**src/rtl/core_seq.sv**
```systemverilog
// core_seq: multicycle one-hot instruction sequencer with req/ack instruction and data memory ports.
// Defining PERF_COUNTERS_EN adds free-running cycles/retired counter outputs.
module core_seq #(
  parameter int              PC_W     = 32,
  parameter logic [PC_W-1:0] RESET_PC = '0,
  parameter int              INST_W   = 32,
  parameter int              DATA_W   = 32,
  parameter int              RA_W     = 5
) (
  input  logic              clk,
  input  logic              rst,
  output logic              imem_req,
  output logic [PC_W-1:0]   imem_addr,
  input  logic              imem_ack,
  input  logic [INST_W-1:0] imem_data,
  output logic [INST_W-1:0] dec_inst,
  output logic [PC_W-1:0]   dec_pc,
  input  logic [4:0]        dec_cls,
  input  logic              dec_store,
  input  logic [RA_W-1:0]   dec_rd,
  input  logic [DATA_W-1:0] dec_val,
  input  logic [DATA_W-1:0] dec_addr,
  input  logic [PC_W-1:0]   dec_target,
  input  logic              dec_taken,
  output logic              dmem_req,
  output logic              dmem_we,
  output logic [DATA_W-1:0] dmem_addr,
  output logic [DATA_W-1:0] dmem_wdata,
  input  logic              dmem_ack,
  input  logic [DATA_W-1:0] dmem_rdata,
  output logic              rf_we,
  output logic [RA_W-1:0]   rf_waddr,
  output logic [DATA_W-1:0] rf_wdata,
  input  logic              halt_req,
  output logic              halted,
  output logic              trap,
  output logic [PC_W-1:0]   trap_pc,
  output logic [7:0]        state
`ifdef PERF_COUNTERS_EN
  ,
  output logic [31:0]       cycles,
  output logic [31:0]       retired
`endif
);

  localparam logic [7:0] S_FETCH = 8'h01;
  localparam logic [7:0] S_FWAIT = 8'h02;
  localparam logic [7:0] S_DEC   = 8'h04;
  localparam logic [7:0] S_EXE   = 8'h08;
  localparam logic [7:0] S_XWAIT = 8'h10;
  localparam logic [7:0] S_WRITE = 8'h20;
  localparam logic [7:0] S_HALT  = 8'h40;
  localparam logic [7:0] S_TRAP  = 8'h80;

  // class one-hot bit positions: {subst,jump,branch,mem,alu}
  localparam int C_MEM = 1;
  localparam int C_BR  = 2;
  localparam int C_JMP = 3;

  logic [7:0]        state_q, state_d;
  logic [PC_W-1:0]   pc_q, npc_q, dec_pc_q, tgt_q, trap_pc_q;
  logic [INST_W-1:0] inst_q;
  logic [4:0]        cls_q;
  logic              store_q, taken_q, wpend_q, rf_we_q;
  logic [RA_W-1:0]   rd_q, rf_waddr_q;
  logic [DATA_W-1:0] val_q, addr_q, wdat_q, rf_wdata_q;

  logic [PC_W-1:0]   pc4, ex_npc;
  logic [DATA_W-1:0] ex_wdat;
  logic              ex_wpend, cls_ok, ex_trap, mem_go, dmem_vis, fetch_vis;

  always_comb begin
    pc4      = dec_pc_q + PC_W'(4);
    ex_npc   = pc4;
    ex_wdat  = val_q;
    ex_wpend = 1'b0;
    if (cls_q[C_JMP]) begin
      ex_npc   = tgt_q;
      ex_wdat  = DATA_W'(pc4);
      ex_wpend = 1'b1;
    end else if (cls_q[C_BR]) begin
      ex_npc = taken_q ? tgt_q : pc4;
    end else if (cls_q[C_MEM]) begin
      ex_wpend = !store_q;
    end else begin
      ex_wpend = 1'b1;
    end
    cls_ok  = (cls_q != 5'd0) && ((cls_q & (cls_q - 5'd1)) == 5'd0);
    ex_trap = !cls_ok || (ex_npc[1:0] != 2'b00);
  end

  always_comb begin
    state_d = state_q;
    case (state_q)
      S_FETCH: state_d = S_FWAIT;
      S_FWAIT: if (imem_ack) state_d = S_DEC;
      S_DEC:   state_d = S_EXE;
      S_EXE:   state_d = ex_trap ? S_TRAP : (cls_q[C_MEM] ? S_XWAIT : S_WRITE);
      S_XWAIT: if (dmem_ack) state_d = S_WRITE;
      S_WRITE: state_d = halt_req ? S_HALT : S_FETCH;
      S_HALT:  if (!halt_req) state_d = S_FETCH;
      S_TRAP:  state_d = S_TRAP;
      default: state_d = S_FETCH;
    endcase
  end

  // Reset parks the FSM in FETCH, so the fetch outputs are masked while rst is held.
  assign fetch_vis = ((state_q == S_FETCH) || (state_q == S_FWAIT)) && !rst;
  assign imem_req  = (state_q == S_FETCH) && !rst;
  assign imem_addr = fetch_vis ? pc_q : '0;

  assign mem_go     = (state_q == S_EXE) && cls_q[C_MEM] && !ex_trap;
  assign dmem_vis   = mem_go || (state_q == S_XWAIT);
  assign dmem_req   = mem_go;
  assign dmem_we    = dmem_vis && store_q;
  assign dmem_addr  = dmem_vis ? addr_q : '0;
  assign dmem_wdata = dmem_vis ? val_q : '0;

  assign dec_inst = inst_q;
  assign dec_pc   = dec_pc_q;
  assign rf_we    = rf_we_q;
  assign rf_waddr = rf_waddr_q;
  assign rf_wdata = rf_wdata_q;
  assign halted   = (state_q == S_HALT);
  assign trap     = (state_q == S_TRAP);
  assign trap_pc  = trap_pc_q;
  assign state    = state_q;

  always_ff @(posedge clk or posedge rst) begin
    if (rst) begin
      state_q    <= S_FETCH;
      pc_q       <= RESET_PC;
      npc_q      <= '0;
      inst_q     <= '0;
      dec_pc_q   <= '0;
      cls_q      <= '0;
      store_q    <= 1'b0;
      rd_q       <= '0;
      val_q      <= '0;
      addr_q     <= '0;
      tgt_q      <= '0;
      taken_q    <= 1'b0;
      wdat_q     <= '0;
      wpend_q    <= 1'b0;
      rf_we_q    <= 1'b0;
      rf_waddr_q <= '0;
      rf_wdata_q <= '0;
      trap_pc_q  <= '0;
    end else begin
      state_q <= state_d;
      rf_we_q <= 1'b0;
      case (state_q)
        S_FWAIT: if (imem_ack) begin
          inst_q   <= imem_data;
          dec_pc_q <= pc_q;
        end
        S_DEC: begin
          cls_q   <= dec_cls;
          store_q <= dec_store;
          rd_q    <= dec_rd;
          val_q   <= dec_val;
          addr_q  <= dec_addr;
          tgt_q   <= dec_target;
          taken_q <= dec_taken;
        end
        S_EXE: begin
          npc_q   <= ex_npc;
          wdat_q  <= ex_wdat;
          wpend_q <= ex_wpend && !ex_trap;
          if (ex_trap) trap_pc_q <= dec_pc_q;
        end
        S_XWAIT: if (dmem_ack && !store_q) wdat_q <= dmem_rdata;
        S_WRITE: begin
          pc_q       <= npc_q;
          rf_we_q    <= wpend_q && (rd_q != '0);
          rf_waddr_q <= rd_q;
          rf_wdata_q <= wdat_q;
        end
        default: ;
      endcase
    end
  end

`ifdef PERF_COUNTERS_EN
  logic [31:0] cyc_q, ret_q;
  always_ff @(posedge clk or posedge rst) begin
    if (rst) begin
      cyc_q <= '0;
      ret_q <= '0;
    end else begin
      cyc_q <= cyc_q + 32'd1;
      if (state_q == S_WRITE) ret_q <= ret_q + 32'd1;
    end
  end
  assign cycles  = cyc_q;
  assign retired = ret_q;
`endif

endmodule

```
**config.mk**
```make
export PLATFORM = sky130hd
export DESIGN_NAME = core_seq
export DESIGN_NICKNAME = d
export VERILOG_FILES = /design/src/rtl/core_seq.sv
export SDC_FILE = /design/constraint.sdc
export NUM_CORES = 1
export LEC_CHECK = 0
export CAP_MARGIN = 20
export CELL_PAD_IN_SITES_DETAIL_PLACEMENT = 2
export CELL_PAD_IN_SITES_GLOBAL_PLACEMENT = 2
export CORE_ASPECT_RATIO = 0.7
export CORE_MARGIN = 3
export CORE_UTILIZATION = 29
export CTS_CLUSTER_SIZE = 8
export DETAILED_ROUTE_END_ITERATION = 10
export GPL_TIMING_DRIVEN = 0
export PLACE_DENSITY = 0.83
export SLEW_MARGIN = 20
export SYNTH_ARGS = -nofsm -noshare
export SYNTH_HDL_FRONTEND = slang
export SYNTH_SLANG_ARGS = --single-unit
```
**constraint.sdc**
```tcl
create_clock -name clk -period 13.91 [get_ports clk]
set_clock_uncertainty 0.05 [all_clocks]
set_input_delay 2.782 -clock clk [delete_from_list [all_inputs] [get_ports clk]]
set_output_delay 2.782 -clock clk [all_outputs]
set_load 0.02 [all_outputs]
```
==> metrics.yaml <==
clk_path_buf_depth: 3
cp.arrival_ns: 5.52
crit_chain: "clkdlybuf4s50_1 -> nor3_2 -> clkbuf_1 -> and2_1 -> clkdlybuf4s50_1"
p_leak_nw: 10.1
drive_above_1_share: 0.0911
synthMuxAreaShare: 0.0819
cp_slowest_cell: "nor3_2"
rr_startpoint: "state[3]"
rows: 69
synth_common_cells: "566 x nand2_1, 346 x dfrtp_1, 99 x mux2_2, 98 x and2_1, 74 x clkbuf_1"
status: "finished, final reports clean"
grt_max_degree: 90
synth_top_area_cell: "dfrtp_1"
netlist.area_leader.share: 0.565
worst-r2r-setup-slack_ns: 10.38
synth-main-ff-cell: "dfrtp_1"
grt_overflow: 0
firstDrtPassIters: 6
postRouteAntennaNets: 0
ios: 420
synth-compound-area-share: 0.0691
synthAdderAreaFrac: 0.000816
area_growth_pct: 42.2
fin_area_um2: 21800
cts_buffers: 49
port_buffers: 419
slew_headroom: 0.306
synth_seq_cells: 347
syn_nets: 1780
hold_depth: 2
grt_pass1_vias: 15900
dp_slack_ns: 5.57
fin_ws_ns: 5.56
cts_max_level: 2
finalHoldViolCount: 0
cts_resized: 0
drc: 0
ys_async_sr_fraction: 1.00
worstHoldStart: "addr_q[14]"
dp_hpwl_um: 51200
fin_nets: 2254
grt_first_pass_wirelength_um: 102000
cts.sinks: 347
post_cts_buffers: 0
die_w_um: 281
synth_top_family_by_area: "simple AND/OR/NAND/NOR gates"
grt_use_total: 0.244
end_kind: "primary output"
critical-path-max-stage-delay_ns: 0.77
maxCapViolations: 0
drt_iter0_drc: 739
fmax_mhz: 120
hp-class: "flop to flop"
critPathLaunchType: "input pin"
cp_common_cell: "clkdlybuf4s50_1"
synth.most_common_cell: "nand2_1"
power_density_nw_per_um2: 165
cp_top_family: "buffers and inverters"
crit_type: "input pin to primary output"
synth_edf_count: 0
antenna_found_initial: 12
hold_buffers: 0
max_slew.worst_pin.slew_ns: 1.04
insertion_delay_ns: 0.56
clkTransAtPathRegs_ns: 0.05
yosys-top-cells-area: "dfrtp_1 56%, nand2_1 14%, mux2_2 7.3%, and2_1 4.0%, o21ai_0 1.9%"
cp_num_buf_inv: 3
synth.distinct_cells: 56
place_congestion: 0.839
required_ns: 11.08
rsz0062_at_grt: "false"
viasPerCell: 5.09
hold_ws_ns: 0.414
ff2ff_path_depth: 8
coreArea_um2: 51500
ir_worst_vdd_mv: 0.0838
chipHeight_um: 198
seq_area_frac_synth: 0.567
synth_area_per_cell_um2: 9.57
setup_viol: 0
syn_inst: 1602
min_period_ns: 8.35
utilization: 0.424
wl_per_cell_um: 24.9
ys_warn_count: 0
start_util: 0.298
hold_end: "addr_q[14]"
synthXorXnorAreaFrac: 0.0131
synth_area_um2: 15300
finalCritPeriodShare: 0.601
cp_max_fo: 10
dpl_cell_area_um2: 20500
die_area_um2: 55700
reg2reg_to: "rf_wdata[3]"
cts_tree: "built"
synthSimpleGateAreaFrac: 0.239
vias: 14100
cts_root_buf: "clkbuf_16"
drv_slew: 0
routed_wl_um: 68600
layout make-up:
type | instances | area [um2]
flip-flops and latches | 347 | 8680
multi-input cells | 1147 | 6200
clock inverters | 2 | 21.3
repair buffers | 423 | 4300
diodes | 2 | 5.00
well taps | 674 | 843
inverters | 7 | 33.8
clock buffers | 59 | 1280
fillers | 5512 | 29700
plain buffers | 101 | 418
worst reg2reg max path, delay by kind of cell (launching register included):
family,cells,cell delay (ns)
buf+inv,4,1.82
flops,1,0.47
simple gates,4,1.14
how the worst max path moves through the flow:
stage          depth (start not counted)  startpoint           end  slack (ns)
6_report                               5         rst  imem_addr[8]        5.56
5_1_grt                                5         rst  imem_addr[1]        5.49
4_1_cts                                5         rst  imem_addr[9]        5.56
3_5_place_dp                           5         rst  imem_addr[8]        5.57
3_3_place_gp                           2         rst  dec_inst[11]       -3.44
2_1_floorplan                          1         rst     addr_q[0]        1.46
routing by layer:
metal  vias to the layer above  global-route usage  part of all wire
li1                       6216                   -                 -
met1                      7239               0.311              0.43
met2                       467               0.413              0.48
met3                       118              0.0598             0.068
met4                        14              0.0657             0.027
met5                         -                   0            0.0013
power by group:
part	internal, mW	leakage [nW]	switching [mW]
Combinational	0.393	5.01	0.579
Clock	0.637	0.638	0.444
Sequential	1.31	4.44	0.225
sequential cells by signal (all words and copies together) (netlist names), 5 cells and up:
signal,flops
rf_waddr,5
rd_q,5
wdat_q,32
addr_q,32
state,8
val_q,32
rf_wdata,32
tgt_q,32
dec_pc,32
pc_q,32
dec_inst,32
cls_q,5
npc_q,32
trap_pc,32
cells by family after synthesis:
family                   count (synthesis)
adder cells (fa/ha/maj)                  1
AO/OA/AOI/OAI                          177
flip-flops                             347
XOR/XNOR                                23
multiplexers                           113
buffers and inverters                  108
AND/OR/NAND/NOR                        833
cells in the final DEF, fill, tap and decap left out, types with 14 or more instances in the layout:
master / n
mux2_2: 99
and2_1: 98
mux2i_1: 14
and3_1: 23
buf_2: 25
a21oi_1: 52
nor3_1: 16
o21ai_0: 57
clkbuf_1: 83
nand3_1: 15
nor2_1: 65
nand2_1: 566
dfrtp_1: 346
clkdlybuf4s50_1: 419
clkbuf_16: 50
per-stage QoR:
stage,std cells,power [mW],TNS (ns)
2_1_floorplan,1602,2.01,0
3_3_place_gp,2695,2.43,-1179.59
3_5_place_dp,2699,2.51,0
4_1_cts,2760,3.62,0
5_1_grt,2761,3.79,0
6_report,2762,3.59,0
Note: power is estimated with default switching activity, not from simulation.
